$ cat src/rtl/mont_pkg.sv
// Shared constants and state encoding for the Montgomery output stage.
package mont_pkg;

  // Operand/modulus width and the wider partial-result width.
  localparam int N        = 6;
  localparam int SW       = N + 3;

  // Subtraction budget and the counter width needed to reach it.
  localparam int MAX_ITER = 8;
  localparam int IW       = $clog2(MAX_ITER + 1);

  // The unused code 2'd3 falls into the IDLE branch of the FSM.
  typedef enum logic [1:0] {
    IDLE   = 2'd0,
    REDUCE = 2'd1,
    HOLD   = 2'd2
  } state_e;

  // A usable Montgomery modulus must be odd, which also rules out zero.
  function automatic logic modValid(input logic [N-1:0] m);
    return (m != '0) && m[0];
  endfunction

endpackage

$ cat src/rtl/mont_cond_sub.sv
// Combinational compare-and-subtract step, shared with the operand range checker.
module mont_cond_sub #(
  parameter int W = mont_pkg::SW
) (
  input  logic [W-1:0] a,
  input  logic [W-1:0] m,
  output logic         ge,
  output logic [W-1:0] diff
);

  // Unsigned compare and difference; diff is only meaningful when ge is set.
  always_comb begin
    ge   = (a >= m);
    diff = a - m;
  end

endmodule

$ cat src/rtl/mont_final_reduce.sv
// Final reduction stage: captures the multiplier result, subtracts the modulus
// until the residue is in range, and hands it over on a valid/ready interface.
module mont_final_reduce
  import mont_pkg::*;
(
  input  logic          clk,
  input  logic          rst,
  input  logic [SW-1:0] s_in,
  input  logic [N-1:0]  m_in,
  input  logic          done_in,
  output logic [N-1:0]  r_out,
  output logic          r_valid,
  input  logic          r_ready,
  output logic          err,
  output logic          busy,
  output logic          overrun
);

  state_e        state_q;
  logic [SW-1:0] acc_q;
  logic [N-1:0]  mod_q;
  logic [IW-1:0] iter_q;
  logic          doneDly_q;
  logic [N-1:0]  rOut_q;
  logic          rValid_q;
  logic          err_q;
  logic          busy_q;
  logic          overrun_q;

  logic          rise;
  logic          accGe;
  logic [SW-1:0] accDiff;
  logic [SW-1:0] modWide;

  // A new result is announced by the rising edge of the done level.
  always_comb begin
    rise    = done_in & ~doneDly_q;
    modWide = {{(SW - N){1'b0}}, mod_q};
  end

  mont_cond_sub #(.W(SW)) uSub (
    .a    (acc_q),
    .m    (modWide),
    .ge   (accGe),
    .diff (accDiff)
  );

  // Single FSM: capture, iterative subtraction, and hold until handshake.
  always_ff @(posedge clk or negedge rst) begin
    if (!rst) begin
      state_q   <= IDLE;
      acc_q     <= '0;
      mod_q     <= '0;
      iter_q    <= '0;
      doneDly_q <= 1'b0;
      rOut_q    <= '0;
      rValid_q  <= 1'b0;
      err_q     <= 1'b0;
      busy_q    <= 1'b0;
      overrun_q <= 1'b0;
    end else begin
      doneDly_q <= done_in;
      overrun_q <= 1'b0;
      case (state_q)
        REDUCE: begin
          overrun_q <= rise;
          if (!accGe) begin
            rOut_q   <= acc_q[N-1:0];
            err_q    <= 1'b0;
            rValid_q <= 1'b1;
            state_q  <= HOLD;
          end else if (iter_q < IW'(MAX_ITER)) begin
            acc_q  <= accDiff;
            iter_q <= iter_q + 1'b1;
          end else begin
            rOut_q   <= '0;
            err_q    <= 1'b1;
            rValid_q <= 1'b1;
            state_q  <= HOLD;
          end
        end
        HOLD: begin
          overrun_q <= rise;
          if (r_ready) begin
            rValid_q <= 1'b0;
            busy_q   <= 1'b0;
            state_q  <= IDLE;
          end
        end
        default: begin
          if (rise) begin
            acc_q  <= s_in;
            mod_q  <= m_in;
            iter_q <= '0;
            busy_q <= 1'b1;
            if (!modValid(m_in)) begin
              rOut_q   <= '0;
              err_q    <= 1'b1;
              rValid_q <= 1'b1;
              state_q  <= HOLD;
            end else begin
              state_q  <= REDUCE;
            end
          end
        end
      endcase
    end
  end

  assign r_out   = rOut_q;
  assign r_valid = rValid_q;
  assign err     = err_q;
  assign busy    = busy_q;
  assign overrun = overrun_q;

endmodule
$ cat config.mk
export PLATFORM = sky130hd
export DESIGN_NAME = mont_final_reduce
export DESIGN_NICKNAME = d
export VERILOG_FILES = /design/src/rtl/mont_pkg.sv /design/src/rtl/mont_cond_sub.sv /design/src/rtl/mont_final_reduce.sv
export SDC_FILE = /design/constraint.sdc
export NUM_CORES = 1
export LEC_CHECK = 0
export BUFFER_PORTS_ARGS = -buffer_cell sky130_fd_sc_hd__buf_2
export CELL_PAD_IN_SITES_DETAIL_PLACEMENT = 1
export CELL_PAD_IN_SITES_GLOBAL_PLACEMENT = 1
export CORE_MARGIN = 5
export CORE_UTILIZATION = 40
export DETAILED_ROUTE_END_ITERATION = 8
export PLACE_DENSITY = 0.78
export SLEW_MARGIN = 10
export SYNTH_ARGS = -nofsm -noshare
export SYNTH_HDL_FRONTEND = slang
export SYNTH_HIERARCHICAL = 1
export SYNTH_SLANG_ARGS = --single-unit
$ cat constraint.sdc
create_clock -name clk -period 2.2 [get_ports clk]
set_input_delay 0.33 -clock clk [delete_from_list [all_inputs] [get_ports clk]]
set_output_delay 0.33 -clock clk [all_outputs]
set_load 0.03 [all_outputs]
# After elaboration in Yosys (flattened, before gate mapping)

Index checks and enable logic that the tools add are counted.

Bits in registers: 32
Input bits: 19
Output and inout bits: 10
Logic and storage cells: 69

$add $sub $neg: 2
Order comparisons: 2
Equality and inequality tests: 8
Muxes and demuxes: 30
Bitwise gates (word level): 5
Reductions and logical operators: 12

Operators with widths:

| operator                                               | count |
|---|---|
| two-way mux 9 bit                                      | 3 |
| two-way mux 6 bit                                      | 4 |
| case mux 9 bit (2 select lines)                        | 1 |
| two-way mux 4 bit                                      | 3 |
| case mux 6 bit (2 select lines)                        | 1 |
| AND reduction 4 bit                                    | 3 |
| two-way mux 2 bit                                      | 5 |
| >= comparator 9 x 6 -> 1 bit                           | 1 |
| subtractor 9 x 6 -> 9 bit                              | 1 |
| two-way mux 1 bit                                      | 8 |
| case mux 4 bit (2 select lines)                        | 1 |
| inequality test 2 bit (second input constant)          | 3 |
| case mux 1 bit (2 select lines)                        | 3 |
| AND reduction 3 bit                                    | 2 |
| nonzero test 6 bit                                     | 1 |
| adder 4 x 1 -> 4 bit (second input constant)           | 1 |
| less-than comparator 4 bit (second input constant)     | 1 |
| NOT 1 bit                                              | 4 |
| case mux 2 bit (2 select lines)                        | 1 |
| nonzero test 2 bit                                     | 2 |
| inequality test 3 x 1 -> 1 bit (second input constant) | 1 |
| inequality test 3 bit (second input constant)          | 1 |
| nonzero test 3 bit                                     | 1 |
| equality test 2 x 1 -> 1 bit (second input constant)   | 1 |
| other kinds (6)                                        | 6 |

# Logic depth before layout (Yosys ltp)

Depth after elaboration: 5
Depth in mapped cells: 10
Mapped depth without buffers: 10

# Modules after synthesis

Netlist, hierarchy kept.

By module, submodules not included:

| module            | instances | cells an instance | area an instance (um^2) | sequential area each (um^2) |
|---|---|---|---|---|
| mont_final_reduce | 1         | 120               | 1539.0                  | 800.8 |
| mont_cond_sub     | 1         | 65                | 434.2                   | 0.0 |

# Worst setup path after synthesis

OpenSTA, ideal clock, no wires.

Path type: reg-to-reg
Start point: register acc_q[1]
End point: register acc_q[0]
Library setup time: 0.125 ns
Arrival time: 2.135 ns
Required time: 2.075 ns
Path slack: -0.060 ns
Stages on the path, launching flop included: 9
Buffers on the path: 0
Period minus slack after synthesis: 2.260 ns
Path through: dfrtp_1 > ha_1 > a21boi_0 > or3_1 > o211ai_1 > a31oi_1 > nor2b_1 > a21oi_4 > mux2_2

Word-level cells in the longest chain between the ends: 3

Ends and longest elaborated chain:

| element                                | RTL line                | RTL |
|---|---|---|
| from (decl)                            | mont_final_reduce.sv:20 | `logic [SW-1:0] acc_q;` |
| from (signal assigned)                 | mont_final_reduce.sv:73 | `acc_q <= accDiff;` |
| from (signal assigned)                 | mont_final_reduce.sv:92 | `acc_q <= s_in;` |
| >= comparator 9 x 6 -> 1 bit           | mont_cond_sub.sv:13     | `ge = (a >= m);` |
| via accGe                              | mont_final_reduce.sv:31 | `logic accGe;` |
| inequality test 2 bit (no source line) | n/a                     |  |
| AND reduction 4 bit (no source line)   | n/a                     |  |

The timed path passes the listed nets, and every way through them passes these cells.
A chain may end at the register's enable or synchronous reset.

# Worst setup path after layout

Start point: register acc_q[0]
End point: register acc_q[6]

The elaborated chain is that of the path after synthesis.

==> flow_summary_export.csv <==
group,metric,value,unit
power,worst_ir_drop_vdd,0.704,mV
timing,max_slew_margin,50.4,%
die,dieArea,0.00644,mm^2
grt,grt_pass1_wl,8.61,mm
flow_run,max-cap-violations,0,
die,io_pins,29,
final_layout,antennaDiodeCount,0,
drt,drt-vias-per-instance,5.16,
power,total_power,4.27,mW
place,dpl.hpwl,3.67,mm
power,pwr-share-clk,11.1,%
power,p_sw,1.76,mW
final_layout,final_common_cell,"dfrtp_1",
yosys,netlist_instances,185,
timing,slew_violations,0,
yosys,synth_top_family_by_area,"compound AO/OA/AOI/OAI gates",
die,core,0.00475,mm^2
setup_path,crit_fanout,9,
place,place_area,0.00237,mm^2
yosys,synth_ff_type,"dfrtp_1",
setup_path,cp-end-kind,"flop",
drt,antenna_left,0,
power,p_int,2.51,mW
setup_path,startpoint_type,"flop",
drt,drtIter0Drc,76,
setup_path,critPathRequiredTime,2.38,ns
final_layout,final_util,54.1,%
timing,period_minus_slack,2.31,ns
yosys,muxShareOfSynthArea,13.6,%
setup_path,r2r_cells,11,
yosys,synth_top_area_cell,"dfrtp_1",
final_layout,areaGrowthSynthToFinish,30.4,%
place,dp.cells,302,
timing,rsz0062_at_grt,"yes",
drt,first_pass_iters,4,
clock_network,cts_tree,"yes",
yosys,synth_area_per_cell,10.7,um^2
drt,wirelength,5.28,mm
run_status,outcome,"finished, violations left",
final_layout,fin_cells,314,
yosys,synth-edff-count,0,
power,p_sw_share,41.3,%
yosys,yosysWarnings,6,
die,start_util,41.5,%
timing,clock_skew,0.00904,ns
grt,globalRoute.totalOverflow,0,
final_layout,nets,278,
drt,vias,1621,
timing,tightestPinTransition,0.744,ns
clock_network,cts_buffers,5,
final_layout,layout-drive-gt1-share,40.9,%
die,die_w,80.2,um
yosys,synth_fa_ha_area_share,8.62,%
die,die_h,80.2,um
yosys,postSynth.asyncResetShare,100,%
timing,fmax,433,MHz
final_layout,filler_cell_count,558,
yosys,synth_seq_area_share,40.6,%
power,leakage,1.23,nW
yosys,ys_types,49,
timing,min_period_over_period,105,%
drt,drc,0,
clock_network,path_clk_slew,0.07,ns
drt,wire_per_inst,16.8,um
clock_network,cts_root_buf,"clkbuf_8",
grt,grt_pass1_vias,1771,
worst_hold_path,hold_class,"primary input to asynchronous set/reset pin",
power,seqPwrFrac,23.3,%
grt,grt_max_degree,33,
place,place_congestion,0.778,
yosys,synth_compound_area_share,16.7,%
final_layout,layout_common_cells,"dfrtp_1 (32), buf_2 (28), buf_4 (25), inv_1 (19), mux2_2 (16)",
grt,antenna_found_initial,0,
yosys,yosys_register_bits,32,
run_status,violations,"negative setup slack",
clock_network,cts_num_sinks,32,
power,pwr-share-comb,65.7,%
setup_path,criticalPathCategory,"flop to flop",
yosys,synth_simple_gate_area_share,12.1,%
clock_network,cts_buffer_depth,2,
power,powerDensity,1660,mW/mm^2
die,rows,25,
timing,fin_ws,-0.111,ns
clock_network,clk_latency,0.29,ns
place,port-buffer-count,28,
setup_path,cp.arrival,2.49,ns
yosys,ys_top_cells_by_area,"dfrtp_1 (41%), mux2_2 (13%), ha_1 (7.6%)",
clock_network,htreeDepth,2,
yosys,synth_area,0.00197,mm^2
yosys,synth_xor_area_share,2.66,%
grt,grt_usage,17.3,%
timing,setup_viol,14,
timing,finalHoldViolations,0,
yosys,synth_top_area_share,40.6,%
final_layout,design_area,0.00257,mm^2
[cell families after synthesis]
kind of cell	after synthesis
AO/OA/AOI/OAI	46
AND/OR/NAND/NOR	40
flip-flops	32
multiplexers	24
buffers and inverters	23
adder cells (fa/ha/maj)	13
XOR/XNOR	6
other	1
[registers in the layout, indices dropped and copies added (netlist names)]
| register | count |
|---|---|
| err | 1 |
| overrun | 1 |
| iter_q | 4 |
| mod_q | 6 |
| r_valid | 1 |
| state_q | 2 |
| r_out | 6 |
| busy | 1 |
| acc_q | 9 |
| doneDly_q | 1 |
[cell type report]
type | instances | area [um^2] | area share (%)
Multi-Input combinational cell | 132 | 1160 | 45.2
Sequential cell | 32 | 801 | 31.1
Timing Repair Buffer | 55 | 359 | 14.0
Clock buffer | 8 | 90.1 | 3.50
Tap cell | 67 | 83.8 | 3.26
Inverter | 20 | 75.1 | 2.92
[worst max-delay path, cell delays in order, from the launching register on]
cell and delay, ns:
dfrtp_1 0.36, inv_1 0.05, ha_1 0.30, inv_2 0.06, a21boi_1 0.05, or3_1 0.31
o211ai_1 0.13, a31oi_2 0.14, nor2b_4 0.16, a21oi_4 0.15, buf_12 0.16, mux2_2 0.33
[worst paths after layout]
path,from,to,slack [ns]
max,acc_q[0],acc_q[6],-0.11
min,rst,acc_q[4],0.10
max reg2reg,acc_q[0],acc_q[6],-0.11
min reg2reg,r_out[3],r_out[3],0.49
max in group asynchronous,rst,iter_q[0],1.62
min in group clk,done_in,doneDly_q,0.19
[per-layer routing]
| metal | part of all wire, % | track usage, % |
|---|---|---|
| met5 | 0 | 0 |
| met4 | 1.7 | 6.08 |
| met3 | 2.9 | 3.59 |
| met2 | 51 | 28.8 |
| met1 | 45 | 22.0 |
[what timing repair did]
action	CTS	global route
hold buffers	0	0
pin swaps	3	4
gates resized for setup	4	17
buffers inserted	2	4
setup endpoints to repair	21	23
[stage by stage]
step	setup TNS (ns)	hold WS, ns	setup WS [ns]
global placement	-0.146	0.438	-0.0469
global route	-3.47	0.163	-0.233
detailed placement	-1.13	0.454	-0.110
floorplan	-0.0611	0.0344	-0.00679
CTS	-1.20	0.127	-0.120
finish	-0.877	0.102	-0.111
[cell usage after synthesis, types with 2 or more instances]
master	count
a22o_1	6
a22oi_1	2
xnor2_1	5
nor2b_1	5
or3_1	2
nand2b_1	4
inv_1	20
nand3b_1	2
o22ai_1	2
a21oi_1	8
mux2_2	23
dfrtp_1	32
o2bb2ai_1	2
nor2_1	13
nand2_1	5
ha_1	12
o21ai_0	10
[power groups by stage]
stage / clock (mW) / sequential [mW] / combinational (mW)
floorplan: 0 / 1.10 / 1.58
global placement: 0 / 0.976 / 2.42
detailed placement: 0 / 0.989 / 2.52
CTS: 0.486 / 0.986 / 2.61
global route: 0.525 / 1.03 / 3.07
finish: 0.472 / 0.993 / 2.80
(Power assumes the default switching activity.)
